File: src/rtl/serial_subtractor.sv
// Bit-serial LSB-first ripple-borrow subtractor driven by two active-low board keys.
// Define SERIAL_SUB_ABS_EN to add a NEG step so LEDG shows |A-B| with LEDG8 as the sign.
module serial_subtractor #(
   parameter int WIDTH = 8,
   parameter int DIV   = 1
) (
   input  logic             clk,
   input  logic             reset,
   input  logic             KEY0,
   input  logic             KEY1,
   input  logic [WIDTH-1:0] SW1,
   input  logic [WIDTH-1:0] SW2,
   output logic [WIDTH-1:0] LEDR1,
   output logic [WIDTH-1:0] LEDR2,
   output logic [WIDTH-1:0] LEDG,
   output logic             LEDG8,
   output logic             busy,
   output logic             done
);

   localparam int BW = (WIDTH > 1) ? $clog2(WIDTH) : 1;
   localparam int DW = (DIV > 1) ? $clog2(DIV) : 1;
   localparam logic [BW-1:0] BIT_LAST = BW'(WIDTH - 1);
   localparam logic [DW-1:0] DIV_LAST = DW'(DIV - 1);

   typedef enum logic [1:0] {
      S_IDLE,
      S_SHIFT,
      S_NEG,
      S_DONE
   } state_t;

   state_t r_state;
   state_t w_state_next;

   logic [WIDTH-1:0] r_a;
   logic [WIDTH-1:0] r_b;
   logic [WIDTH-1:0] r_diff;
   logic             r_brw;
   logic [BW-1:0]    r_bit_cnt;
   logic [DW-1:0]    r_div_cnt;
   logic [WIDTH-1:0] r_ledr1;
   logic [WIDTH-1:0] r_ledr2;
   logic [WIDTH-1:0] r_ledg;
   logic             r_ledg8;

   logic [1:0] w_key_pin;
   logic [1:0] w_press;
   logic       w_clr;
   logic       w_start;
   logic       w_step;
   logic       w_last;
   logic       w_d;
   logic       w_brw_next;

   assign w_key_pin = {KEY1, KEY0};

   // Two-flop sync per key; flops idle at 1 so a key held through reset never fires.
   generate
      for (genvar gi = 0; gi < 2; gi++) begin : g_key
         logic r_k_r;
         logic r_k_rr;
         always_ff @(posedge clk) begin
            if (reset) begin
               r_k_r  <= 1'b1;
               r_k_rr <= 1'b1;
            end else begin
               r_k_r  <= w_key_pin[gi];
               r_k_rr <= r_k_r;
            end
         end
         assign w_press[gi] = r_k_rr & ~r_k_r;
      end
   endgenerate

   assign w_clr   = w_press[0];
   assign w_start = w_press[1];

   assign w_step     = (r_div_cnt == DIV_LAST);
   assign w_last     = w_step && (r_bit_cnt == BIT_LAST);
   assign w_d        = r_a[0] ^ r_b[0] ^ r_brw;
   assign w_brw_next = (~r_a[0] & r_b[0]) | (~(r_a[0] ^ r_b[0]) & r_brw);

   always_ff @(posedge clk) begin
      if (reset) begin
         r_state <= S_IDLE;
      end else begin
         r_state <= w_state_next;
      end
   end

   // Clear takes priority over everything, including a start in the same cycle.
   always_comb begin
      w_state_next = r_state;
      busy         = 1'b0;
      done         = 1'b0;
      case (r_state)
         S_IDLE: begin
            if (w_start && !w_clr) begin
               w_state_next = S_SHIFT;
            end
         end
         S_SHIFT: begin
            busy = 1'b1;
            if (w_clr) begin
               w_state_next = S_IDLE;
            end else if (w_last) begin
`ifdef SERIAL_SUB_ABS_EN
               w_state_next = w_brw_next ? S_NEG : S_DONE;
`else
               w_state_next = S_DONE;
`endif
            end
         end
`ifdef SERIAL_SUB_ABS_EN
         S_NEG: begin
            busy         = 1'b1;
            w_state_next = w_clr ? S_IDLE : S_DONE;
         end
`endif
         S_DONE: begin
            busy         = 1'b1;
            done         = !w_clr;
            w_state_next = S_IDLE;
         end
         default: begin
            w_state_next = S_IDLE;
         end
      endcase
   end

   always_ff @(posedge clk) begin
      if (reset) begin
         r_a       <= '0;
         r_b       <= '0;
         r_diff    <= '0;
         r_brw     <= 1'b0;
         r_bit_cnt <= '0;
         r_div_cnt <= '0;
         r_ledr1   <= '0;
         r_ledr2   <= '0;
         r_ledg    <= '0;
         r_ledg8   <= 1'b0;
      end else begin
         r_ledr1 <= SW1;
         r_ledr2 <= SW2;
         case (r_state)
            S_IDLE: begin
               if (w_start) begin
                  r_a       <= SW1;
                  r_b       <= SW2;
                  r_brw     <= 1'b0;
                  r_bit_cnt <= '0;
                  r_div_cnt <= '0;
               end
            end
            S_SHIFT: begin
               if (w_step) begin
                  r_div_cnt <= '0;
                  r_brw     <= w_brw_next;
                  r_diff    <= {w_d, r_diff[WIDTH-1:1]};
                  r_a       <= r_a >> 1;
                  r_b       <= r_b >> 1;
                  r_bit_cnt <= r_bit_cnt + 1'b1;
               end else begin
                  r_div_cnt <= r_div_cnt + 1'b1;
               end
            end
`ifdef SERIAL_SUB_ABS_EN
            S_NEG: begin
               r_diff <= ~r_diff + 1'b1;
            end
`endif
            S_DONE: begin
               r_ledg  <= r_diff;
               r_ledg8 <= r_brw;
            end
            default: begin
            end
         endcase
         if (w_clr) begin
            r_ledg  <= '0;
            r_ledg8 <= 1'b0;
         end
      end
   end

   assign LEDR1 = r_ledr1;
   assign LEDR2 = r_ledr2;
   assign LEDG  = r_ledg;
   assign LEDG8 = r_ledg8;

endmodule

File: config.mk
export PLATFORM = sky130hd
export DESIGN_NAME = serial_subtractor
export DESIGN_NICKNAME = d
export VERILOG_FILES = /design/src/rtl/serial_subtractor.sv
export SDC_FILE = /design/constraint.sdc
export NUM_CORES = 1
export LEC_CHECK = 0
export CORE_AREA = 10 10 79 81
export DETAILED_ROUTE_END_ITERATION = 16
export DIE_AREA = 0 0 89 91
export PLACE_DENSITY = 0.76
export SETUP_SLACK_MARGIN = 0.15
export SLEW_MARGIN = 30
export SYNTH_ARGS = -nofsm -noshare
export SYNTH_HDL_FRONTEND = slang
export SYNTH_SLANG_ARGS = --single-unit
File: constraint.sdc
create_clock -name clk -period 2.77 [get_ports clk]
set_clock_uncertainty 0.1 [all_clocks]
set_input_delay 0.277 -clock clk [delete_from_list [all_inputs] [get_ports clk]]
set_output_delay 0.277 -clock clk [all_outputs]
set_load 0.05 [all_outputs]
==> results summary <==
The run finished with clean final reports. The number of antenna repair diodes is 0. The critical path buffer and inverter count came out at 1. The area overhead of the layout relative to synthesis came out at 27.1%.

The synthesized flop and latch total is 59. In this run the most critical hold path is launched from reset. The number of standard-cell rows in the floorplan is 25.

Measured on the finished design, the core utilization comes to 61.3%. The fraction of registers with async set/reset is 0%. The deepest clock path buffer count is 2. The mean post-synth cell area is 9.30 um^2. In this run the number of H-tree levels came out at 3.

The maximum single-stage delay on the critical path came out at a little over 0.8 ns. The depth of the worst register-to-register path is 3. The quantity of I/O buffers inserted on ports came out at 46. The via density per instance is 5.14.

The worst hold margin is 0.312 ns. The summed instance area of the synthesized netlist is 2250 um^2. The detailed-routing iteration count for the pre-antenna-repair pass came out at 4. The tree is rooted in a sky130_fd_sc_hd__clkbuf_8. Once detail routing completed, the nets flagged for antenna violations numbered 0.

The largest net degree at the start of global routing came out at 41. For this run, the register share of the synthesized area comes to 52.5%. The overall die area is 8100 um^2. On the critical path the largest part of the delay comes from buffers and inverters. The portion of the clock cycle consumed by the worst path in the final layout came out at 87.2%. The count of unique library cells instantiated by Yosys came out at 29. Of all nets on the critical path, the largest fanout is 10. The final count of hold timing violations is 0. The maximum operating frequency is 414 MHz.

Across the VDD grid, the largest voltage drop is 0.000371 V. The clock latency on the worst-skew pair is 0.34 ns. After clock tree synthesis, the clock-pin slew on the worst setup and hold paths is 0.06 ns.

The highest-delay cell along the critical path is sky130_fd_sc_hd__clkdlybuf4s50_1. The worst hold path cell count came out at 2. At the worst endpoint, the arrival time is 2.04 ns. The hold path endpoint is LEDR2[7]$_SDFF_PP0_. The total routing usage reported by global routing is roughly 12%.

The worst endpoint required time came out at about 2.4 ns. The total negative setup slack is 0 ns. The count of vias placed by the detailed router is 1768. The min-delay analysis places its worst path in the category input port to register.

The biggest area contributor in the post-synthesis netlist is sky130_fd_sc_hd__dfxtp_1. Measured along the x axis, the die boundary spans 89 um. The number of remaining DRC errors came out at 0.

The most common cell in the synthesized netlist is sky130_fd_sc_hd__nand2_1. The count of pins on the block boundary is 47. The floorplan die height is 91 um. Setup violations remaining at the end of the flow were counted as 0. The number of slew-limit violations in the final report is 0. Setup repair after global routing left no endpoint under its margin.

The fraction of synthesized cell area taken by the top area cell type came out at 52.5%. The worst register-to-register path begins at r_state[1]$_SDFFE_PP0P_. The post-cts hold buffer count came out at 0. During synthesis, Yosys emitted a total of 0 warnings. The number of flops mapped to enable cells by yosys is 0.

The number of antenna violations at the first check in global routing is 0. The worst setup path is launched from a register. In the synthesized netlist the dominant register cell turns out to be sky130_fd_sc_hd__dfxtp_1.

The filler cells instantiated in the layout total 411. The final net count is around 310. The worst relative slew slack is a little under three fifths. The number of buffers created by CTS is 9. The post-synth net total came out at 265.

The post-synthesis instance total came out at roughly 240. The wire length after detailed routing came out at around 4700 um. The leakage component of the power is ~1.0 nW. The core area is 4660 um^2. The post-DP HPWL is 3170 um. The first-pass GRT wire length is 7750 um. The critical path is of the register to output pin type.

The slew of the pin with the lowest slew margin is 0.663 ns. The initial core utilization is between 40% and 50%. The total global routing overflow came out at 0. The detailed router finished its first iteration with between 70 and 80 violations. The final routed wire length divided by cell count came out at 13.7 um. The number of sinks handled by clock tree synthesis is 59. The count of cells resized by post-cts repair came out at 0. The worst path in the final design needs a cycle of 2.41 ns, including I/O delays and setup. The number of buffers added for setup after CTS is 0.

The layout cell share with drive strength beyond 1 is 12.1%. The number of global-route vias before repair is 1710. The worst register-to-register path ends at r_b[4]$_SDFFE_PP0P_.

The critical path goes through nand2_1, nor2_1, clkdlybuf4s50_1. The worst setup path is captured at an output pin. At the end of routability-driven placement, the weighted congestion stood at 0.743. Sorting the synthesized cells by area gives the leading types as sky130_fd_sc_hd__dfxtp_1, sky130_fd_sc_hd__nand2_1, sky130_fd_sc_hd__a311oi_2, sky130_fd_sc_hd__nor2b_1, sky130_fd_sc_hd__a21oi_1. The power density relative to cell area came out at 637 nW/um^2. The max-cap violation count is 0. The register-to-register setup slack came out at slightly below 1 ns. The TritonCTS clock tree is built. By count the netlist is led by sky130_fd_sc_hd__nand2_1, sky130_fd_sc_hd__dfxtp_1, sky130_fd_sc_hd__a21oi_1.
logic make-up after synthesis:
kind of cell | count (synthesis) | share of synthesized area [%]
buffers and inverters | 20 | 5.51
adders and majority gates | 3 | 2.00
DFF | 59 | 52.5
AOI/OAI and AO/OA | 38 | 13.5
and+or+nand+nor | 122 | 26.5
through the flow:
step | instances | power (mW) | area, um^2 | setup slack [ns]
2_1_floorplan | 242 | 1.09 | 2250 | 1.11
3_3_place_gp | 328 | 1.15 | 2690 | 0.721
3_5_place_dp | 328 | 1.15 | 2690 | 0.707
4_1_cts | 344 | 1.84 | 2860 | 0.337
5_1_grt | 344 | 1.90 | 2860 | 0.238
6_report | 344 | 1.82 | 2860 | 0.356
power breakdown:
part,switching [mW],total (mW),internal [mW]
sequential,0.0196,0.908,0.888
clock,0.315,0.686,0.371
combinational,0.133,0.227,0.0942
total,0.468,1.82,1.35
flip-flops by register name, summed over array words and instances (netlist names):
signal and count:
r_state 2, r_diff 8, LEDR1 8, LEDG8 1, LEDG 8, r_b 8
LEDR2 8, g_key.r_k_r 2, r_brw 1, g_key.r_k_rr 2, r_a 8, r_bit_cnt 3
per-layer routing:
layer,share of wire [%],global-route usage [%],vias to the layer above
met5,0,0,-
met3,8.5,5.63,12
met4,2.4,7.16,0
li1,-,-,902
met1,44,13.5,809
met2,45,18.5,45
worst reg2reg max path, cell delays in order, from the launching register on:
cell	delay (ns)
sky130_fd_sc_hd__dfxtp_1	0.47
sky130_fd_sc_hd__nand2b_1	0.53
sky130_fd_sc_hd__nand2_4	0.29
sky130_fd_sc_hd__a311oi_1	0.31
cell usage in the layout, fill, tap and decap left out, types with 5 or more instances in the layout:
cell type and n:
sky130_fd_sc_hd__nand2_1 68, sky130_fd_sc_hd__a21oi_1 21, sky130_fd_sc_hd__nor3_1 14, sky130_fd_sc_hd__a311oi_1 5, sky130_fd_sc_hd__clkdlybuf4s50_1 45, sky130_fd_sc_hd__or2_2 5, sky130_fd_sc_hd__nor2b_1 17, sky130_fd_sc_hd__a311oi_2 9
sky130_fd_sc_hd__clkbuf_8 11, sky130_fd_sc_hd__dfxtp_1 59
cell type report:
| cell class | instances | area [um^2] | share of cell area [%] |
|---|---|---|---|
| Clock buffer | 14 | 163 | 5.69 |
| Clock inverter | 2 | 10.0 | 0.350 |
| Inverter | 2 | 7.51 | 0.263 |
| Multi-Input combinational cell | 163 | 945 | 33.0 |
| Sequential cell | 59 | 1180 | 41.3 |
| Tap cell | 54 | 67.6 | 2.36 |
| Timing Repair Buffer | 50 | 485 | 17.0 |
worst max-delay path by stage:
stage	endpoint	cells after the start	slack, ns	start
floorplan	done	3	1.11	r_state[1]$_SDFFE_PP0P_
global placement	done	3	0.72	r_state[1]$_SDFFE_PP0P_
detailed placement	done	3	0.71	r_state[1]$_SDFFE_PP0P_
CTS	done	3	0.34	r_state[1]$_SDFFE_PP0P_
global route	done	3	0.24	r_state[1]$_SDFFE_PP0P_
finish	done	3	0.36	r_state[1]$_SDFFE_PP0P_
(Power assumes the default switching activity.)
==> edit: new RTL, same flow settings <==
The option `SERIAL_SUB_ABS_EN` is turned on by a define.
--- a/src/rtl/serial_subtractor.sv
+++ b/src/rtl/serial_subtractor.sv
@@ -1,4 +1,6 @@
 // Bit-serial LSB-first ripple-borrow subtractor driven by two active-low board keys.
 // Define SERIAL_SUB_ABS_EN to add a NEG step so LEDG shows |A-B| with LEDG8 as the sign.
+`define SERIAL_SUB_ABS_EN
+
 module serial_subtractor #(
    parameter int WIDTH = 8,
Function: same outputs for any inputs over 10 cycles, from zero or initial values and one cycle with reset high; that may be too few to reach the edited logic, so the function may still have changed.
==> edit against the original RTL <==
  * Cell count increased by 2.0%
  * Die area unchanged
  * First-iteration DRC count rose by 64%
  * Wire length increased by 7.3%
  * Worst setup slack better by 0.043 ns
  * Largest cell class unchanged
  * Cell area is 9.8% higher
  * Synthesized area increased by 9.0%
  * Sequential cell count stayed put
  * Maximum frequency rose by 1.8%
Power is not compared: it rests on default switching activity, and its combinational part moved more than twofold at a synthesized area within 25%.
==> edit: results (changes against the original RTL) <==
** Status
- Status :: complete, no violations

** Drt
- Iter 0 DRT Violations :: 125 (+64%)
- The detail-routed net length per standard cell is 14.4 um (+5.2%).
- The routed wire length on met3 is 292 um (-27%).
- Routed met2 length :: 2400 um (+13%)
- Count of TritonRoute iterations in the first routing pass :: 4 (unchanged)
- Vias :: 1854 (+4.9%)
- Routed metal-1 wire length :: 2250 um (+7.7%)
- Routed wire length :: 5070 um (+7.3%)

** GRT
- The maximum number of pins on one net before global-route repair is 52 (+27%).
- The wire length of the first global-routing pass is 8630 um (+11%).
- The number of global-route vias before repair was 1835 (+7.3%).
- Overall fraction of global-route tracks in use :: 13.4% (+1.2 points)

** Placement
- Setup WS pre-CTS :: 0.742 ns (+0.0351 ns)
- DP Wirelength :: 3430 um (+8.2%)
- The final weighted congestion of routability-driven global placement was 0.784 (+5.5%).
- The number of instances in the placed design is 335 (+2.1%).
- Cell area reported after detailed placement :: 2910 um^2 (+8.3%)

** Synth
- Post-synthesis sequential area ratio :: 48.2% (-4.3 points)
- Post-synth cell types :: 35 (+21%)
- Instance count of the mapped netlist :: 250 (+3.3%)
- The total nets after synthesis is 279 (+5.3%).
- Top cells by count, synth :: sky130_fd_sc_hd__dfxtp_1 (59), sky130_fd_sc_hd__nor2_1 (35), sky130_fd_sc_hd__mux2i_1 (28)
- Yosys attributes the largest share of cell area to sky130_fd_sc_hd__dfxtp_1 (48%), sky130_fd_sc_hd__mux2i_1 (11%), sky130_fd_sc_hd__nor2_1 (5.4%), sky130_fd_sc_hd__a211oi_1 (5.2%), sky130_fd_sc_hd__nor2b_1 (5.1%).

** Timing
- Transition at the pin with the smallest max-transition slack :: 0.602 ns (-0.0610 ns)

** CTS
- Post-CTS sizing :: 0 (unchanged)
- The post-CTS setup repair buffer count came to 0 (unchanged).
- The CTS clock-pin slew for the worst setup and hold paths was 0.06 ns (about the same).

** Power
- Worst voltage drop across the vdd grid :: 0.569 mV

** Critical path
- Arrival time at the worst endpoint :: 1.99 ns (-0.05 ns)
- The maximum net fanout on the critical path was 10 (unchanged).

** Min path
- Hold WC Path Type :: reg2reg

** Cells and area
- Layout net count :: 321 (+4.2%)
- Layout cells sized above 1 :: 9.43% (-2.6 points)
edit: cell count changes after synthesis, moves of 6 or more:
cell                       unedited run  this run
sky130_fd_sc_hd__a311oi_2             9         0
sky130_fd_sc_hd__ha_1                 2         8
sky130_fd_sc_hd__nand2_1             68         9
sky130_fd_sc_hd__inv_1                2         9
sky130_fd_sc_hd__nor3_1              14         3
sky130_fd_sc_hd__nor2_1               2        35
sky130_fd_sc_hd__a21oi_1             21         5
sky130_fd_sc_hd__a211oi_1             0        17
sky130_fd_sc_hd__mux2i_1              0        28
sky130_fd_sc_hd__buf_2                3        10
edit: final timing paths:
path / from / endpoint / slack [ns] / cells after the start
worst max-delay path: r_state[0] / done / 0.40 / 4
worst min-delay path: g_key[0].r_k_r / g_key[0].r_k_rr / 0.33 / 1
worst max register to register: r_state[0] / r_diff[6] / 0.77 / 6
worst min register to register: g_key[0].r_k_r / g_key[0].r_k_rr / 0.33 / 1
edit: through the flow:
stage / hold slack [ns] / utilization [%]
after floorplan: 0.281 / -
after global placement: 0.313 / 62.4
after detailed placement: 0.323 / 62.4
after CTS: 0.339 / 67.3
after global routing: 0.365 / 67.3
final: 0.333 / 67.3
edit: power by group through the flow:
stage	clock [mW]	combinational [mW]	sequential, mW
after detailed placement	0	0.568	1.04
after global placement	0	0.554	1.04
final	0.888	0.574	1.02
after floorplan	0	0.398	1.07
after CTS	0.899	0.576	1.02
after global routing	0.941	0.636	1.04
edit: critical path: stages, from the launching register on:
cell	delay (ns)
sky130_fd_sc_hd__dfxtp_1	0.36
sky130_fd_sc_hd__ha_1	0.16
sky130_fd_sc_hd__buf_4	0.20
sky130_fd_sc_hd__and2_1	0.14
sky130_fd_sc_hd__clkdlybuf4s50_1	0.80
edit: layer usage:
metal | global-route usage, % | vias up
met4 | 7.96 | 0
met5 | 0 | -
met2 | 20.4 | 42
li1 | - | 946
met1 | 15.7 | 856
met3 | 4.65 | 10
edit: cells by family (layout without fill, tap and decap cells):
| kind of cell | Yosys count | after routing | synth area share [%] |
|---|---|---|---|
| DFF | 59 | 59 | 48.2 |
| and+or+nand+nor | 84 | 84 | 17.2 |
| adders and majority gates | 9 | 9 | 4.90 |
| AOI/OAI and AO/OA | 40 | 40 | 12.0 |
| muxes | 31 | 31 | 12.8 |
| buffers and inverters | 27 | 74 | 4.95 |
edit: cell type report:
type	count	area, um^2
sequential	59	1180
inverter	9	33.8
tap	54	67.6
clock inverter	4	72.6
timing repair buffer	49	478
fill	360	1520
clock buffer	12	155
multi-input combinational	164	1150
